## config.mk

```make
export PLATFORM = sky130hd
export DESIGN_NAME = mem_arbiter
export DESIGN_NICKNAME = d
export VERILOG_FILES = /design/src/rtl/mem_arb_pkg.sv /design/src/rtl/mem_arb_rdhold.sv /design/src/rtl/mem_arbiter.sv
export SDC_FILE = /design/constraint.sdc
export NUM_CORES = 1
export LEC_CHECK = 0
export CORE_ASPECT_RATIO = 1.5
export CORE_UTILIZATION = 32
export DETAILED_ROUTE_END_ITERATION = 6
export GPL_TIMING_DRIVEN = 1
export PLACE_DENSITY = 0.81
export SLEW_MARGIN = 10
export SYNTH_ARGS = -nofsm -noshare
export SYNTH_HDL_FRONTEND = slang
export SYNTH_HIERARCHICAL = 1
export SYNTH_SLANG_ARGS = --single-unit
export TNS_END_PERCENT = 100
```

## constraint.sdc

```tcl
create_clock -name clk -period 1.8 [get_ports clk]
set_clock_uncertainty 0.15 [all_clocks]
set_input_delay 0.27 -clock clk [delete_from_list [all_inputs] [get_ports clk]]
set_output_delay 0.27 -clock clk [all_outputs]
set_load 0.02 [all_outputs]
```

## src/rtl/mem_arb_pkg.sv

```systemverilog
// mem_arb_pkg: shared FSM encoding, burst counter width and bus-owner constants for mem_arbiter
package mem_arb_pkg;
    typedef enum logic [1:0] {
        ST_CPU  = 2'd0,
        ST_DMA  = 2'd1,
        ST_FAIR = 2'd2
    } arb_state_e;
    localparam int   BURST_W = 4;
    localparam logic OWN_CPU = 1'b0;
    localparam logic OWN_DMA = 1'b1;
endpackage

```

## src/rtl/mem_arb_rdhold.sv

```systemverilog
// mem_arb_rdhold: steers RAM read data to CPU or DMA and freezes CPU read data across stalls
module mem_arb_rdhold
    import mem_arb_pkg::*;
(
    input  logic       clk,
    input  logic       RST_N,
    input  logic       dma_gnt_i,
    input  logic       dma_we_i,
    input  logic [7:0] mem_rdata_i,
    output logic [7:0] cpu_di_o,
    output logic [7:0] dma_rdata_o,
    output logic       dma_rvalid_o
);
    logic       last_owner_q, last_owner_d;
    logic [7:0] hold_q, hold_d;
    logic       rvalid_q, rvalid_d;

    // capture CPU read data only on the first stolen cycle, so it survives stalls of any length
    always_comb begin
        last_owner_d = dma_gnt_i ? OWN_DMA : OWN_CPU;
        hold_d       = (dma_gnt_i && last_owner_q == OWN_CPU) ? mem_rdata_i : hold_q;
        rvalid_d     = dma_gnt_i & ~dma_we_i;
    end

    // owner history, held CPU data and DMA read-valid; reset drops any in-flight DMA read
    always_ff @(posedge clk or negedge RST_N) begin
        if (!RST_N) begin
            last_owner_q <= OWN_CPU;
            hold_q       <= 8'h00;
            rvalid_q     <= 1'b0;
        end else begin
            last_owner_q <= last_owner_d;
            hold_q       <= hold_d;
            rvalid_q     <= rvalid_d;
        end
    end

    assign cpu_di_o     = (last_owner_q == OWN_CPU) ? mem_rdata_i : hold_q;
    assign dma_rdata_o  = mem_rdata_i;
    assign dma_rvalid_o = rvalid_q;
endmodule

```

## src/rtl/mem_arbiter.sv

```systemverilog
// mem_arbiter: shares one sync single-port RAM between the 65C02 core and a DMA requester,
// stealing cycles via RDY with bounded DMA bursts. Optional MEM_ARB_STALL_CNT_EN adds a stall counter.
module mem_arbiter
    import mem_arb_pkg::*;
#(
    parameter int AW        = 16,
    parameter int MAX_BURST = 4
) (
    input  logic          clk,
    input  logic          RST_N,
    input  logic [AW-1:0] cpu_ad,
    input  logic [7:0]    cpu_do,
    input  logic          cpu_we,
    input  logic          cpu_lock,
    output logic [7:0]    cpu_di,
    output logic          cpu_rdy,
    input  logic          dma_req,
    input  logic [AW-1:0] dma_addr,
    input  logic          dma_we,
    input  logic [7:0]    dma_wdata,
    output logic          dma_gnt,
    output logic [7:0]    dma_rdata,
    output logic          dma_rvalid,
    output logic [AW-1:0] mem_addr,
    output logic          mem_we,
    output logic [7:0]    mem_wdata,
    input  logic [7:0]    mem_rdata
`ifdef MEM_ARB_STALL_CNT_EN
    ,
    output logic [15:0]   stall_cnt,
    input  logic          stall_clr
`endif
);
    localparam logic [BURST_W-1:0] LAST_CNT = BURST_W'(MAX_BURST - 1);

    arb_state_e         state_q, state_d;
    logic [BURST_W-1:0] burst_cnt_q, burst_cnt_d;

    assign dma_gnt   = dma_req & ~cpu_lock & (state_q != ST_FAIR);
    assign cpu_rdy   = ~dma_gnt;
    assign mem_addr  = dma_gnt ? dma_addr : cpu_ad;
    assign mem_we    = dma_gnt ? dma_we : (cpu_we & cpu_rdy);
    assign mem_wdata = dma_gnt ? dma_wdata : cpu_do;

    // a grant in CPU or DMA state extends the burst; the last allowed grant forces one FAIR cycle,
    // and FAIR never grants, so it always falls back to CPU
    always_comb begin
        state_d     = dma_gnt ? ((burst_cnt_q == LAST_CNT) ? ST_FAIR : ST_DMA) : ST_CPU;
        burst_cnt_d = (dma_gnt && burst_cnt_q != LAST_CNT) ? burst_cnt_q + BURST_W'(1) : '0;
    end

    // arbitration state and burst length
    always_ff @(posedge clk or negedge RST_N) begin
        if (!RST_N) begin
            state_q     <= ST_CPU;
            burst_cnt_q <= '0;
        end else begin
            state_q     <= state_d;
            burst_cnt_q <= burst_cnt_d;
        end
    end

    mem_arb_rdhold u_rdhold (
        .clk         (clk),
        .RST_N       (RST_N),
        .dma_gnt_i   (dma_gnt),
        .dma_we_i    (dma_we),
        .mem_rdata_i (mem_rdata),
        .cpu_di_o    (cpu_di),
        .dma_rdata_o (dma_rdata),
        .dma_rvalid_o(dma_rvalid)
    );

`ifdef MEM_ARB_STALL_CNT_EN
    logic [15:0] stall_cnt_q, stall_cnt_d;

    // saturating count of stolen CPU cycles; clear beats increment
    always_comb begin
        stall_cnt_d = stall_clr ? 16'h0000 :
                      (!cpu_rdy && stall_cnt_q != 16'hFFFF) ? stall_cnt_q + 16'd1 : stall_cnt_q;
    end

    // stall counter register
    always_ff @(posedge clk or negedge RST_N) begin
        if (!RST_N) stall_cnt_q <= 16'h0000;
        else        stall_cnt_q <= stall_cnt_d;
    end

    assign stall_cnt = stall_cnt_q;
`endif
endmodule

```

==> summary by stage <==
Synthesis
The mapped netlist covers ~1200 sq um. The number of distinct library cell variants in the gate-level netlist after synthesis is 18. sky130_fd_sc_hd__mux2_4 is the most common cell in the netlist. The most instantiated flip-flop cell in the synthesis netlist is sky130_fd_sc_hd__dfrtp_1.

The number of instances in the synthesized netlist is 87. In this run, synthesis inferred 0 flip-flops with an integrated enable. When the netlist entered floorplanning its net count stood at 150. After synthesis, the share of cell area in mux cells is 0.468. Of the total synthesized cell area, the portion taken by XOR and XNOR cells is 0.00714. The number of storage elements in the synthesis netlist is 16. The share of the Yosys chip area taken by registers is 0.326. Of the post-synthesis cell area, the dominant cell type holds 0.367.

The main combinational cell family by area after synthesis is multiplexers. Of the total synthesized cell area, the portion taken by full adders, half adders and majority gates is 0.0102. The async set-or-reset flop fraction in the synthesized netlist is 1.00.

Sorting the synthesized cells by area gives the leading types as sky130_fd_sc_hd__mux2_4, sky130_fd_sc_hd__dfrtp_1, sky130_fd_sc_hd__mux2_2. The synthesized design spends more area on one cell type than any other, namely sky130_fd_sc_hd__mux2_4. The mean post-synth cell area is ~14 sq um. The yosys synthesis warning count is 6. After synthesis, the most frequently instantiated cells are sky130_fd_sc_hd__mux2_4, sky130_fd_sc_hd__dfrtp_1, sky130_fd_sc_hd__mux2_2. Of the total synthesized cell area, the portion taken by AND, OR, NAND and NOR gates is 0.0866. The post-synthesis compound-gate area fraction is 0.00408.

Worst setup path
For the worst setup path, the data required time is approximately 1400 ps. The worst setup path is launched from a register. Of all nets on the critical path, the largest fanout is 8. The critical path goes through nand2b_4 > nand3b_4 > buf_12 > mux2_4 > buf_6. Data on the critical path arrives at its endpoint at around 1500 ps.

The type of destination of the critical path is an output pin. Among all stages on the critical path, the largest delay is contributed by sky130_fd_sc_hd__dfrtp_1. The setup path with the least slack is of type reg2out. In this design, the stage delay of the slowest critical-path cell is between 300 and 400 ps.

Global route
The initial antenna violation count is 0. The largest net degree at the start of global routing is 17. The via count of the first global-routing pass came to roughly 1,200. The first global-routing pass estimated 5930 um of wire. Across every metal layer, demand over resource in global routing totals 0.198. The total overflow left after global routing is 0.

Detailed routing
The mean number of vias per cell is 4.64. The number of vias in the routed layout is roughly 1,100. The top metal layer carrying routed signals is met4. The length of routed wiring on met1 is about 1400 um. In the detailed route, the total length drawn on met2 is ~2200 um. In this run, the number of DRC markers left after iteration 0 of detailed routing was 22.

The total met3 wirelength after detailed routing is approximately 520 um. The number of nets still failing antenna checks after routing is 0. After detailed routing, the number of remaining DRC violations is 0. The final layout contains routed wiring with a total length of about 4200 um. The number of detailed-route iterations in the first pass is 4. In the final routed layout, each cell accounts on average for 17.6 um.

Outcome
The checks that failed: negative setup slack. The run finished, with violations left.

STA
The fmax is about 520 MHz. Setup repair after global routing could not meet its margin everywhere. The final period utilization is 1.07.

The setup slack of the critical path after layout is -129 ps. The hold slack is 198 ps. The transition time at the pin with the least slew margin is ~410 ps. The worst pin sits at a relative slew slack of 0.727. The routed design could run at a clock period as short as 1930 ps. The final number of max-transition violations is 0. Setup violations remaining at the end of the flow were counted as 25. Adding up every negative setup slack in the final design gives -2910 ps. The final-report hold violation count is 0.

Floorplanning
The die covers 4090 sq um. The die is between 50 and 60 um wide. The initial core utilization is 0.333. In this run the core area contains 27 standard-cell rows.

For this design the top-level I/O count stands at 106. The floorplan step set the die height to roughly 80 um. The total area inside the core boundary comes to about 3700 sq um.

CTS
The H-tree depth is 1. The number of buffers created by CTS is 3. The clock latency of the later-clocked register in the worst-skew pair is 240 ps. The clock tree from TritonCTS is done.

The number of clock sinks is 16. The clock transition at the register clock pins on the worst setup and hold paths after CTS is approximately 60 ps. No sink is reached through more buffers than the 2 on the longest clock path. In this run the clock root is driven by a sky130_fd_sc_hd__clkbuf_8.

Placed design
The routability congestion estimate is between 0.6 and 0.7. Prior to clock tree synthesis, the placed netlist has a worst setup slack of -549 ps. The count of buffers inserted at the top-level ports is roughly 110. The area of placed instances is roughly 2300 sq um. The HPWL after detailed placement is 3160 um.

Final layout
The fraction of layout cells with a size suffix above 1 is 0.495. After filler insertion, the fill cell instance count of the layout stands at between 200 and 300. Once layout is done, the placed cells without fillers occupy roughly 2400 sq um. The number of antenna cells inserted is 0. The signed area change from the synthesized netlist to the final layout is 97.3%.

At the end of the flow, the number of nets in the layout was 260.

Job
The total of max-cap violations is 0.

Pwr
IR analysis of the VDD net gives a maximum drop of around 0.00047 V. For this design the ratio of total power to cell area is 558 nW/um^2. For this design the static power due to leakage is 1.19 nW.

Worst hold path
The path category of the worst min-delay check is in2async.
worst max-delay path: cells and delay by family, from the launching register on:
kind	cells	cell delay, ps
muxes	1	310
DFF	1	380
and+or+nand+nor	2	290
buffers and inverters	2	280
area by class of cell:
type	instances	area (sq um)	area share
clock buffer	4	55.1	0.0227
inverter	1	6.26	0.00258
timing repair buffer	118	1190	0.491
tap	43	53.8	0.0222
multi-input combinational	57	718	0.296
sequential	16	400	0.165
stage by stage:
step	util	instances	power (W)
4_1_cts	0.676	239	0.00138
2_1_floorplan	-	87	0.000721
3_5_place_dp	0.623	229	0.00103
6_report	0.658	239	0.00135
5_1_grt	0.658	239	0.00140
3_3_place_gp	0.623	229	0.00102
cells in the final DEF, fill, tap and decap left out, types with 4 or more instances in the layout:
cell                              instances
sky130_fd_sc_hd__clkdlybuf4s50_1         60
sky130_fd_sc_hd__mux2_4                  33
sky130_fd_sc_hd__buf_6                   28
sky130_fd_sc_hd__dfrtp_1                 16
sky130_fd_sc_hd__dlygate4sd2_1            8
sky130_fd_sc_hd__clkbuf_2                 8
sky130_fd_sc_hd__mux2_2                   8
sky130_fd_sc_hd__buf_4                    7
sky130_fd_sc_hd__clkbuf_8                 4
sky130_fd_sc_hd__buf_12                   4
final timing paths:
kind	from	end	slack, ps	cells past startpoint
max in group asynchronous	RST_N	u_rdhold/hold_q[5]$_DFFE_PN0P_	1130	2
min reg2reg	burst_cnt_q[0]$_DFF_PN0_	burst_cnt_q[0]$_DFF_PN0_	330	1
min in group clk	burst_cnt_q[0]$_DFF_PN0_	burst_cnt_q[0]$_DFF_PN0_	330	1
max	state_q[0]$_DFF_PN0_	mem_wdata[6]	-130	5
min	RST_N	u_rdhold/dma_rvalid_o$_DFF_PN0_	200	2
max reg2reg	state_q[0]$_DFF_PN0_	u_rdhold/hold_q[0]$_DFFE_PN0P_	20	8
routing by layer:
| layer | vias up | GRT usage |
|---|---|---|
| li1 | 518 | - |
| met3 | 4 | 0.0804 |
| met2 | 75 | 0.386 |
| met1 | 512 | 0.184 |
| met5 | - | 0 |
| met4 | 0 | 0.0316 |
kinds of logic (layout without fill, tap and decap cells):
| family | Yosys count | after routing |
|---|---|---|
| buffers and inverters | 14 | 123 |
| adder cells (fa/ha/maj) | 1 | 1 |
| AND/OR/NAND/NOR | 13 | 13 |
| AO/OA/AOI/OAI | 1 | 1 |
| XOR/XNOR | 1 | 1 |
| flip-flops | 16 | 16 |
| multiplexers | 41 | 41 |
report_power, final:
| part | switching (W) | leakage, nW | internal (W) |
|---|---|---|---|
| sequential | 0.0000212 | 0.202 | 0.000397 |
| combinational | 0.000236 | 0.961 | 0.000386 |
| clock | 0.000118 | 0.0288 | 0.000194 |
timing repair:
item,CTS,global route
gates resized for setup,188,15
pin swaps,1,0
setup endpoints to repair,41,44
hold buffers,0,0
gates cloned,2,0
setup buffers,4,2
flip-flops by register name (all words and copies together) (netlist names):
name / count
u_rdhold/hold_q: 8
burst_cnt_q: 4
state_q: 2
u_rdhold/dma_rvalid_o: 1
u_rdhold/last_owner_q: 1
(Power assumes the default switching activity.)
